--- src/rtl/mem_ctrl.sv ---
// Byte-serial controller sharing one 8-bit RAM port between instruction fetch
// and load/store. MEM wins arbitration; a PC redirect can kill an IF read.
module mem_ctrl (
  input  logic        clk,
  input  logic        rst,
  input  logic        if_req,
  input  logic [31:0] if_addr,
  input  logic        if_clr,
  output logic        if_done,
  output logic [31:0] if_data,
  input  logic        mem_req,
  input  logic        mem_wr,
  input  logic [1:0]  mem_len,
  input  logic [31:0] mem_addr,
  input  logic [31:0] mem_wdata,
  output logic        mem_done,
  output logic [31:0] mem_rdata,
  output logic [31:0] ram_a,
  output logic        ram_wr,
  output logic [7:0]  ram_dout,
  input  logic [7:0]  ram_din
);

  typedef enum logic [1:0] {IDLE, RD, WR, DONE} state_t;

  state_t          state_q, state_d;
  logic            own_mem_q, own_mem_d;
  logic [2:0]      n_q, n_d;
  logic [31:0]     addr_q, addr_d;
  logic [3:0][7:0] wdata_q, wdata_d;
  logic [2:0]      icnt_q, icnt_d;
  logic [2:0]      rcnt_q, rcnt_d;
  logic            cap_q, cap_d;
  logic [3:0][7:0] rbuf_q, rbuf_d;
  logic [31:0]     ram_a_q, ram_a_d;
  logic            ram_wr_q, ram_wr_d;
  logic [7:0]      ram_dout_q, ram_dout_d;
  logic            if_done_q, if_done_d;
  logic [31:0]     if_data_q, if_data_d;
  logic            mem_done_q, mem_done_d;
  logic [31:0]     mem_rdata_q, mem_rdata_d;
  logic [2:0]      mem_n;

  // Length code 3 is illegal and falls through to a full word.
  assign mem_n = (mem_len == 2'd0) ? 3'd1 : (mem_len == 2'd1) ? 3'd2 : 3'd4;

  always_comb begin
    state_d     = state_q;
    own_mem_d   = own_mem_q;
    n_d         = n_q;
    addr_d      = addr_q;
    wdata_d     = wdata_q;
    icnt_d      = icnt_q;
    rcnt_d      = rcnt_q;
    cap_d       = cap_q;
    rbuf_d      = rbuf_q;
    ram_a_d     = ram_a_q;
    ram_wr_d    = ram_wr_q;
    ram_dout_d  = ram_dout_q;
    if_done_d   = 1'b0;
    if_data_d   = if_data_q;
    mem_done_d  = 1'b0;
    mem_rdata_d = mem_rdata_q;
    case (state_q)
      IDLE: begin
        if (mem_req || (if_req && !if_clr)) begin
          own_mem_d = mem_req;
          addr_d    = mem_req ? mem_addr : if_addr;
          n_d       = mem_req ? mem_n : 3'd4;
          wdata_d   = mem_wdata;
          icnt_d    = 3'd1;
          rcnt_d    = 3'd0;
          cap_d     = 1'b0;
          rbuf_d    = '0;
          ram_a_d   = mem_req ? mem_addr : if_addr;
          if (mem_req && mem_wr) begin
            state_d    = WR;
            ram_wr_d   = 1'b1;
            ram_dout_d = mem_wdata[7:0];
          end else begin
            state_d = RD;
          end
        end
      end
      WR: begin
        if (icnt_q == n_q) begin
          ram_wr_d   = 1'b0;
          ram_a_d    = '0;
          mem_done_d = 1'b1;
          state_d    = DONE;
        end else begin
          ram_a_d    = addr_q + {29'd0, icnt_q};
          ram_dout_d = wdata_q[icnt_q[1:0]];
          icnt_d     = icnt_q + 3'd1;
        end
      end
      RD: begin
        if (!own_mem_q && if_clr) begin
          state_d = IDLE;
          ram_a_d = '0;
          icnt_d  = '0;
          rcnt_d  = '0;
          cap_d   = 1'b0;
          rbuf_d  = '0;
        end else begin
          if (icnt_q < n_q) begin
            ram_a_d = addr_q + {29'd0, icnt_q};
            icnt_d  = icnt_q + 3'd1;
          end
          // RAM read data lags the address by one cycle, so capture starts
          // on the second RD edge.
          cap_d = 1'b1;
          if (cap_q) begin
            rbuf_d[rcnt_q[1:0]] = ram_din;
            rcnt_d              = rcnt_q + 3'd1;
            if (rcnt_q == n_q - 3'd1) begin
              state_d = DONE;
              if (own_mem_q) begin
                mem_done_d  = 1'b1;
                mem_rdata_d = rbuf_d;
              end else begin
                if_done_d = 1'b1;
                if_data_d = rbuf_d;
              end
            end
          end
        end
      end
      DONE:    state_d = IDLE;
      default: state_d = IDLE;
    endcase
  end

  always_ff @(posedge clk or posedge rst) begin
    if (rst) begin
      state_q     <= IDLE;
      own_mem_q   <= 1'b0;
      n_q         <= '0;
      addr_q      <= '0;
      wdata_q     <= '0;
      icnt_q      <= '0;
      rcnt_q      <= '0;
      cap_q       <= 1'b0;
      rbuf_q      <= '0;
      ram_a_q     <= '0;
      ram_wr_q    <= 1'b0;
      ram_dout_q  <= '0;
      if_done_q   <= 1'b0;
      if_data_q   <= '0;
      mem_done_q  <= 1'b0;
      mem_rdata_q <= '0;
    end else begin
      state_q     <= state_d;
      own_mem_q   <= own_mem_d;
      n_q         <= n_d;
      addr_q      <= addr_d;
      wdata_q     <= wdata_d;
      icnt_q      <= icnt_d;
      rcnt_q      <= rcnt_d;
      cap_q       <= cap_d;
      rbuf_q      <= rbuf_d;
      ram_a_q     <= ram_a_d;
      ram_wr_q    <= ram_wr_d;
      ram_dout_q  <= ram_dout_d;
      if_done_q   <= if_done_d;
      if_data_q   <= if_data_d;
      mem_done_q  <= mem_done_d;
      mem_rdata_q <= mem_rdata_d;
    end
  end

  assign ram_a     = ram_a_q;
  assign ram_wr    = ram_wr_q;
  assign ram_dout  = ram_dout_q;
  assign if_done   = if_done_q;
  assign if_data   = if_data_q;
  assign mem_done  = mem_done_q;
  assign mem_rdata = mem_rdata_q;

endmodule
--- config.mk ---
export PLATFORM = sky130hd
export DESIGN_NAME = mem_ctrl
export DESIGN_NICKNAME = d
export VERILOG_FILES = /design/src/rtl/mem_ctrl.sv
export SDC_FILE = /design/constraint.sdc
export NUM_CORES = 1
export LEC_CHECK = 0
export ABC_AREA = 1
export BUFFER_PORTS_ARGS = -buffer_cell sky130_fd_sc_hd__buf_2
export CORE_MARGIN = 3
export CORE_UTILIZATION = 40
export DETAILED_ROUTE_END_ITERATION = 10
export PLACE_DENSITY = 0.66
export SLEW_MARGIN = 25
export SYNTH_ARGS = -nofsm -noshare
export SYNTH_HDL_FRONTEND = slang
export SYNTH_SLANG_ARGS = --single-unit
--- constraint.sdc ---
create_clock -name clk -period 13.3 [get_ports clk]
set_clock_uncertainty 0.05 [all_clocks]
set_input_delay 0.665 -clock clk [delete_from_list [all_inputs] [get_ports clk]]
set_output_delay 0.665 -clock clk [all_outputs]
set_load 0.01 [all_outputs]
==> results.md, run 1 <==
Outcome:
- The flow ran to the end, and the final reports show no timing, DRC or antenna violations.

Floorplanning:
- The total area inside the core boundary comes to roughly 26000 µm².
- The die is 171 µm wide.
- The number of core rows is 59.
- The initial utilization of the core area, before any placement, comes to 0.412.
- The number of top-level design ports is 219.
- The floorplan die height is 171 µm.
- The floorplan step defined a die boundary enclosing 29200 µm².

Route:
- After detailed routing, the average wire length per cell comes to 15.5 µm.
- The detailed-route DRC error count is 0.
- For this block, the initial DRC count from the detailed router was 575.
- The wire length after detailed routing is 28500 µm.
- The total vias in the final route is 9205.
- The residual antenna-violating net count after detailed routing is 0.
- For this run, the detailed router's first-pass iteration total came to 5.
- In the routed layout, each cell is associated on average with a via count of 5.00.

Synth:
- In the synthesized netlist, the cells that appear most often are sky130_fd_sc_hd__nand2_1, sky130_fd_sc_hd__dfrtp_1, sky130_fd_sc_hd__nor2_1, sky130_fd_sc_hd__o21ai_0, sky130_fd_sc_hd__inv_1.
- Yosys instantiated no cell more often than sky130_fd_sc_hd__nand2_1.
- When the netlist entered floorplanning its net count stood at about 1400.
- The synthesized design spends more area on one cell type than any other, namely sky130_fd_sc_hd__dfrtp_1.
- Counting flops with a built-in enable in the synthesized netlist gives 0.
- For this run, the register share of the synthesized area comes to 0.498.
- Synthesis handed over a netlist of 1301 instances.
- In the post-synthesis netlist, the biggest area contributors are sky130_fd_sc_hd__dfrtp_1, sky130_fd_sc_hd__nand2_1, sky130_fd_sc_hd__nor2_1.
- Counting flops with an async set or reset pin after synthesis yields a share of 1.00.
- The count of state elements after synthesis is 216.
- The share of the synthesized area in the top cell type is 0.498.
- The Yosys step of the flow raised 0 warnings.
- The mean cell area of the mapped netlist is 8.34 µm².
- Summing every instance area after synthesis gives about 11000 µm².
- The number of distinct library cell variants in the gate-level netlist after synthesis is 39.
- For this run, the leading register cell type out of synthesis is sky130_fd_sc_hd__dfrtp_1.

Setup path:
- The critical path arrival is 3.69 ns.
- In this run the worst path has a maximum fanout of 32.
- The path depth of the worst reg2reg path is 6.
- The worst flop-to-flop path endpoint is ram_a[11].
- In this run the critical register-to-register path is launched from state_q[0].
- STA classifies the critical path startpoint as a register.
- The start point of the critical path is state_q[0].
- The worst setup path is captured at a register.
- The required time reported for the critical path endpoint is 13.68 ns.
- The critical path ends at ram_a[11].
- The worst register-to-register path has a setup slack of 9.99 ns.
- The worst setup path is of the reg2reg kind.

STA:
- Setup violations remaining at the end of the flow were counted as 0.
- The achievable clock frequency is just over 300 MHz.
- For the pin with the worst max-slew slack, the measured transition is roughly 0.95 ns.
- The final number of max-transition violations is 0.
- The relative slew slack is 0.368.
- The time the final worst path needs with I/O delays and setup is between 3 and 4 ns.
- Hold timing on the final database bottoms out at a slack of 0.0684 ns.
- The summed negative setup slack over all endpoints is 0 ns.
- Across all setup checks in the final design, the least slack found is 9.99 ns.
- Setup repair after global routing left no endpoint under its margin.
- The final hold violation count was 0.
- The post-route fraction of the period consumed by the critical path is 0.249.

Global routing:
- The pin count of the biggest net entering global routing is 134.
- For this run, the total global-route usage over all layers was measured as 0.191.
- For this run the aggregate overflow at the end of global routing stands at 0.
- The number of antenna violations at the first check in global routing was 2.
- The wire length of the first global-routing pass is 45600 µm.
- The via count of the first global-routing pass is 8753.

Final layout:
- The area growth from synthesis to final layout is 18.1%.
- In the final design database the tool counted 1618 nets.
- The multi-input combinational cell area is between 4000 and 5000 µm².
- In the final layout, flip-flops and latches occupy 5410 µm².
- The fraction of layout cells with a size suffix above 1 is 0.238.
- The final-layout fill cell count is 2553.

Place:
- In this run the tool buffered the top-level ports with 218 buffer cells.
- After legalization and detailed placement, the total HPWL measured slightly below 20000 µm.
- Before CTS, the worst setup slack after placement is 9.85 ns.
- The congestion estimate from routability-driven global placement came to approximately 0.87.

Clock network:
- The CTS tree is done.
- Counting along the longest clock path gives a buffer depth of 3.
- The clock reaches the later pin of the worst-skew pair after between 0.5 and 0.6 ns.
- CTS built an H-tree with a depth of 1.
- The number of hold-repair buffers added at the cts stage is 0.
- The number of sinks handled by clock tree synthesis is 216.
- The cell sitting at the root of the clock tree is a sky130_fd_sc_hd__clkbuf_16.
- The number of setup buffers added after CTS is 0.
- In this run, post-CTS repair resized a total of 0 instances.
- Buffers inserted during clock tree synthesis total 24.
- After clock tree synthesis, the clock-pin slew on the worst setup and hold paths is 0.06 ns.

Power:
- The static leakage power is around 0.0064 µW.
- Across the VDD grid, the largest voltage drop is 0.125 mV.
- The total power divided by cell area is 241 nW/µm².
- Overall power consumption after layout is estimated at 3090 µW.

Run:
- The max-capacitance violation count is 0.

Worst hold path:
- The tightest min-delay check is of the in2async type.
[how the worst min path moves through the flow]
stage / start / end / slack (ns)
CTS: mem_wdata[19] / wdata_q[19] / 0.28
floorplan: wdata_q[16] / wdata_q[16] / 0.39
global placement: wdata_q[23] / wdata_q[23] / 0.41
detailed placement: wdata_q[11] / wdata_q[11] / 0.41
finish: rst / if_data[26] / 0.07
global route: rst / if_data[26] / 0.07
[cells by family after synthesis]
family	count (synthesis)	share of synthesized area
fa+ha+maj	17	0.0203
mux	22	0.0203
xor+xnor	7	0.00565
compound gates	269	0.153
buf+inv	157	0.0704
simple gates	613	0.232
flops	216	0.498
[sequential cells by signal (all words and copies together) (netlist names), 2 cells and up]
register	cells
addr_q	32
icnt_q	3
if_data	32
mem_rdata	32
n_q	3
ram_a	32
ram_dout	8
rbuf_q	32
rcnt_q	3
state_q	2
wdata_q	32
[critical path, cell delays in order (launching register included)]
cell	delay, ns
sky130_fd_sc_hd__dfrtp_1	0.44
sky130_fd_sc_hd__inv_1	0.09
sky130_fd_sc_hd__ha_1	0.92
sky130_fd_sc_hd__inv_1	0.45
sky130_fd_sc_hd__a21oi_4	0.80
sky130_fd_sc_hd__nand3_1	0.28
sky130_fd_sc_hd__a21oi_2	0.19
[layout by cell type (no fill, tap or decap), types with 10 or more instances in the layout]
| cell type | synthesis | routed |
|---|---|---|
| sky130_fd_sc_hd__inv_1 | 87 | 86 |
| sky130_fd_sc_hd__a21oi_2 | 11 | 10 |
| sky130_fd_sc_hd__a21oi_1 | 39 | 39 |
| sky130_fd_sc_hd__nor2_2 | 19 | 19 |
| sky130_fd_sc_hd__ha_1 | 16 | 16 |
| sky130_fd_sc_hd__dfrtp_1 | 216 | 216 |
| sky130_fd_sc_hd__nand2_1 | 384 | 382 |
| sky130_fd_sc_hd__nand3_1 | 50 | 50 |
| sky130_fd_sc_hd__clkbuf_16 | 0 | 25 |
| sky130_fd_sc_hd__buf_2 | 24 | 218 |
| sky130_fd_sc_hd__mux2i_1 | 22 | 22 |
| sky130_fd_sc_hd__o21ai_2 | 43 | 43 |
| sky130_fd_sc_hd__nor2_1 | 136 | 136 |
| sky130_fd_sc_hd__o22ai_1 | 40 | 40 |
| sky130_fd_sc_hd__o21ai_0 | 100 | 100 |
| sky130_fd_sc_hd__o21ai_1 | 13 | 13 |
[power by group]
part	internal (µW)	leakage [µW]	total (µW)	switching [µW]
logic	461	0.00335	1310	851
clock network	392	0.000377	654	261
registers	931	0.00268	1120	188
total	1780	0.00641	3090	1300
[through the flow]
| stage | instances | instance area [µm²] | util |
|---|---|---|---|
| after floorplan | 1301 | 10900 | - |
| after CTS | 1840 | 12800 | 0.485 |
| after global routing | 1842 | 12800 | 0.487 |
| after detailed placement | 1797 | 12000 | 0.456 |
| after global placement | 1797 | 12000 | 0.456 |
| final | 1842 | 12800 | 0.487 |
[routing by layer]
layer,GRT usage,routed length [µm],vias to the layer above
li1,-,-,4614
met1,0.273,13300,4262
met2,0.305,12900,284
met3,0.0298,1690,43
met4,0.0494,628,2
met5,0,13,-
[layout make-up]
class,count,share of cell area
multi-input combinational,928,0.366
clock inverter,4,0.00400
tap,335,0.0327
timing repair buffer,223,0.0899
inverter,96,0.0287
antenna,1,0.000195
sequential,216,0.421
clock buffer,39,0.0568
Note: power is estimated with default switching activity, not from simulation.
==> run 2: changes to the inputs <==
==> constraint.sdc (replaced) <==
create_clock -name clk -period 3.4 [get_ports clk]
set_clock_uncertainty 0.05 [all_clocks]
set_input_delay 0.17 -clock clk [delete_from_list [all_inputs] [get_ports clk]]
set_output_delay 0.17 -clock clk [all_outputs]
set_load 0.01 [all_outputs]
==> results.md, run 2 (synthesis results as in run 1) <==
Global routing:
- The via count of the first global-routing pass is roughly 9600.
- The first global-routing pass estimated 49700 µm of wire.
- Entering global routing, the biggest net connects between 90 and 100 pins.
- The number of antenna violations at the first check in global routing is 3.
- The sum of overflow across all layers after global routing is 0.
- Across every metal layer, demand over resource in global routing totals 0.208.

Route:
- The residual antenna-violating net count after detailed routing is 0.
- In this run, the number of DRC markers left after iteration 0 of detailed routing was 613.
- The detailed-route DRC error count is 0.
- The first detailed-routing pass ran for 5 iterations.
- The wire length after detailed routing is 30800 µm.
- Dividing the detail-routed wire length by the instance count gives 15.8 µm.
- The average via count per standard cell is 5.07.
- Across all layers, the routed design uses 9870 vias.

Clock network:
- The number of buffers between clock root and the deepest sink is 3.
- The clock latency at the later pin of the worst-skew pair is ~0.52 ns.
- TritonCTS built the clock tree.
- The post-cts sizing count is 0.
- The clock-pin slew of the registers on the worst-case setup and hold paths is approximately 0.06 ns.
- The number of hold buffers added after CTS was between 90 and 100.
- The H-tree depth reported by CTS is 1.
- After clock tree synthesis, the setup repair step added 0 buffers.
- The clock tree root driver cell is sky130_fd_sc_hd__clkbuf_16.
- The tree built by TritonCTS fans out to 216 sinks.
- Counting the buffers created by CTS gives 24.

Worst hold path:
- The worst hold path belongs to the class in2reg.

STA:
- Setup repair after global routing left no endpoint under its margin.
- The achievable clock frequency is 368 MHz.
- The post-route fraction of the period consumed by the critical path is 0.799.
- Measured against its own limit, the worst slew margin works out to 0.369.
- The final number of max-transition violations is 0.
- Setup violations remaining at the end of the flow were counted as 0.
- The time the final worst path needs with I/O delays and setup is around 2.7 ns.
- The summed negative setup slack over all endpoints is 0 ns.
- The final hold violation count is 0.
- The slew at the pin closest to its max-slew limit is between 0.9 and 1 ns.

Power:
- Dividing total power by cell area gives a power density of 893 nW/µm².
- After layout, the design draws a total of 12400 µW.
- The analysis attributes to cell leakage a power of 0.00688 µW.
- The worst ir drop on vdd is 0.614 mV.

Floorplanning:
- The die covers 29200 µm².
- The horizontal extent of the die is 171 µm.
- The placeable core region is 26400 µm².
- The initial utilization of the core area, before any placement, comes to 0.412.
- In this run the core area contains 59 standard-cell rows.
- The number of top-level design ports is between 200 and 250.
- The floorplan die height is 171 µm.

Setup path:
- The critical-path maximum fanout is 55.
- The critical path in this run is classified as reg2reg.
- For the worst setup path, the data arrival time is between 3 and 4 ns.
- The worst setup path is launched from a register.
- At the worst endpoint, the required time is 3.75 ns.
- The worst setup path is captured at a register.

Place:
- Input and output buffers added on the ports amount to between 200 and 250.
- Once detailed placement completed, the half-perimeter wirelength came to around 21000 µm.
- At the end of routability-driven placement, the weighted congestion stood at 0.865.

Final layout:
- Leaving out fill and tap cells, the most frequent cell in the layout is sky130_fd_sc_hd__nand2_1.
- Leaving out fill and tap cells, the most frequent cells in the layout are sky130_fd_sc_hd__nand2_1, sky130_fd_sc_hd__buf_2, sky130_fd_sc_hd__dfrtp_1.
- The fraction of layout cells with a size suffix above 1 is 0.228.
- The area growth from synthesis to final layout is 27.9%.
- The layout has 2493 filler cells.
- The net count reported at finish is 1723.

Outcome:
- The flow ran to the end, and the final reports show no timing, DRC or antenna violations.

Run:
- The tool flagged a number of max-cap violations equal to 0.
run 2: changes by cell type in the layout (fill, tap and decap cells not counted), sizes merged:
cell         change
clkbuf           -3
clkinv           +2
inv              -1
bufinv           +1
dlygate4sd3     +98
buf              +7
run 2: report_power, final:
group	internal [µW]	total [µW]	switching, µW
logic	1950	5350	3390
registers	3640	4430	785
clock network	1600	2630	1030
run 2: path summary, 6_finish.rpt:
kind	startpoint	to	slack [ns]	cells after the start
worst max-delay path	state_q[0]	n_q[0]	0.68	6
worst min-delay path	mem_addr[6]	addr_q[6]	0.01	5
worst max register to register	state_q[0]	n_q[0]	0.68	6
worst min register to register	mem_rdata[26]	mem_rdata[26]	0.42	2
max in group asynchronous	rst	icnt_q[2]	2.31	4
min in group asynchronous	rst	rbuf_q[27]	0.32	4
run 2: layout make-up:
| cell class | instances | area [µm²] | share of cell area |
|---|---|---|---|
| Clock buffer | 36 | 716 | 0.0515 |
| Tap cell | 335 | 419 | 0.0302 |
| Antenna cell | 1 | 2.50 | 0.000180 |
| Clock inverter | 6 | 91.3 | 0.00658 |
| Sequential cell | 216 | 5410 | 0.389 |
| Timing Repair Buffer | 328 | 2200 | 0.158 |
| Multi-Input combinational cell | 928 | 4690 | 0.338 |
| Inverter | 96 | 364 | 0.0262 |
run 2: per-stage QoR:
step	utilization	instances	worst slack (ns)	instance area (µm²)	hold slack, ns
floorplan	-	1301	0.368	10900	0.230
global placement	0.459	1805	1.09	12100	0.314
detailed placement	0.459	1805	1.02	12100	0.317
CTS	0.527	1945	0.715	13900	0.00299
global route	0.527	1945	0.504	13900	0.00934
finish	0.527	1946	0.683	13900	0.0139
run 2: worst max-delay path: stages, from the launching register on:
cell	delay, ns
sky130_fd_sc_hd__dfrtp_1	0.43
sky130_fd_sc_hd__inv_1	0.11
sky130_fd_sc_hd__ha_1	0.38
sky130_fd_sc_hd__nand2_2	0.11
sky130_fd_sc_hd__inv_2	0.69
sky130_fd_sc_hd__o32ai_1	0.17
sky130_fd_sc_hd__dlygate4sd3_1	0.62
run 2: layer usage:
layer / vias to the layer above / wire, µm / part of all wire / GRT usage
met4: 6 / 836 / 0.027 / 0.0603
met1: 4654 / 13900 / 0.45 / 0.291
met5: - / 46 / 0.0015 / 0
met2: 322 / 14100 / 0.46 / 0.336
met3: 55 / 1840 / 0.060 / 0.0323
li1: 4833 / - / - / -
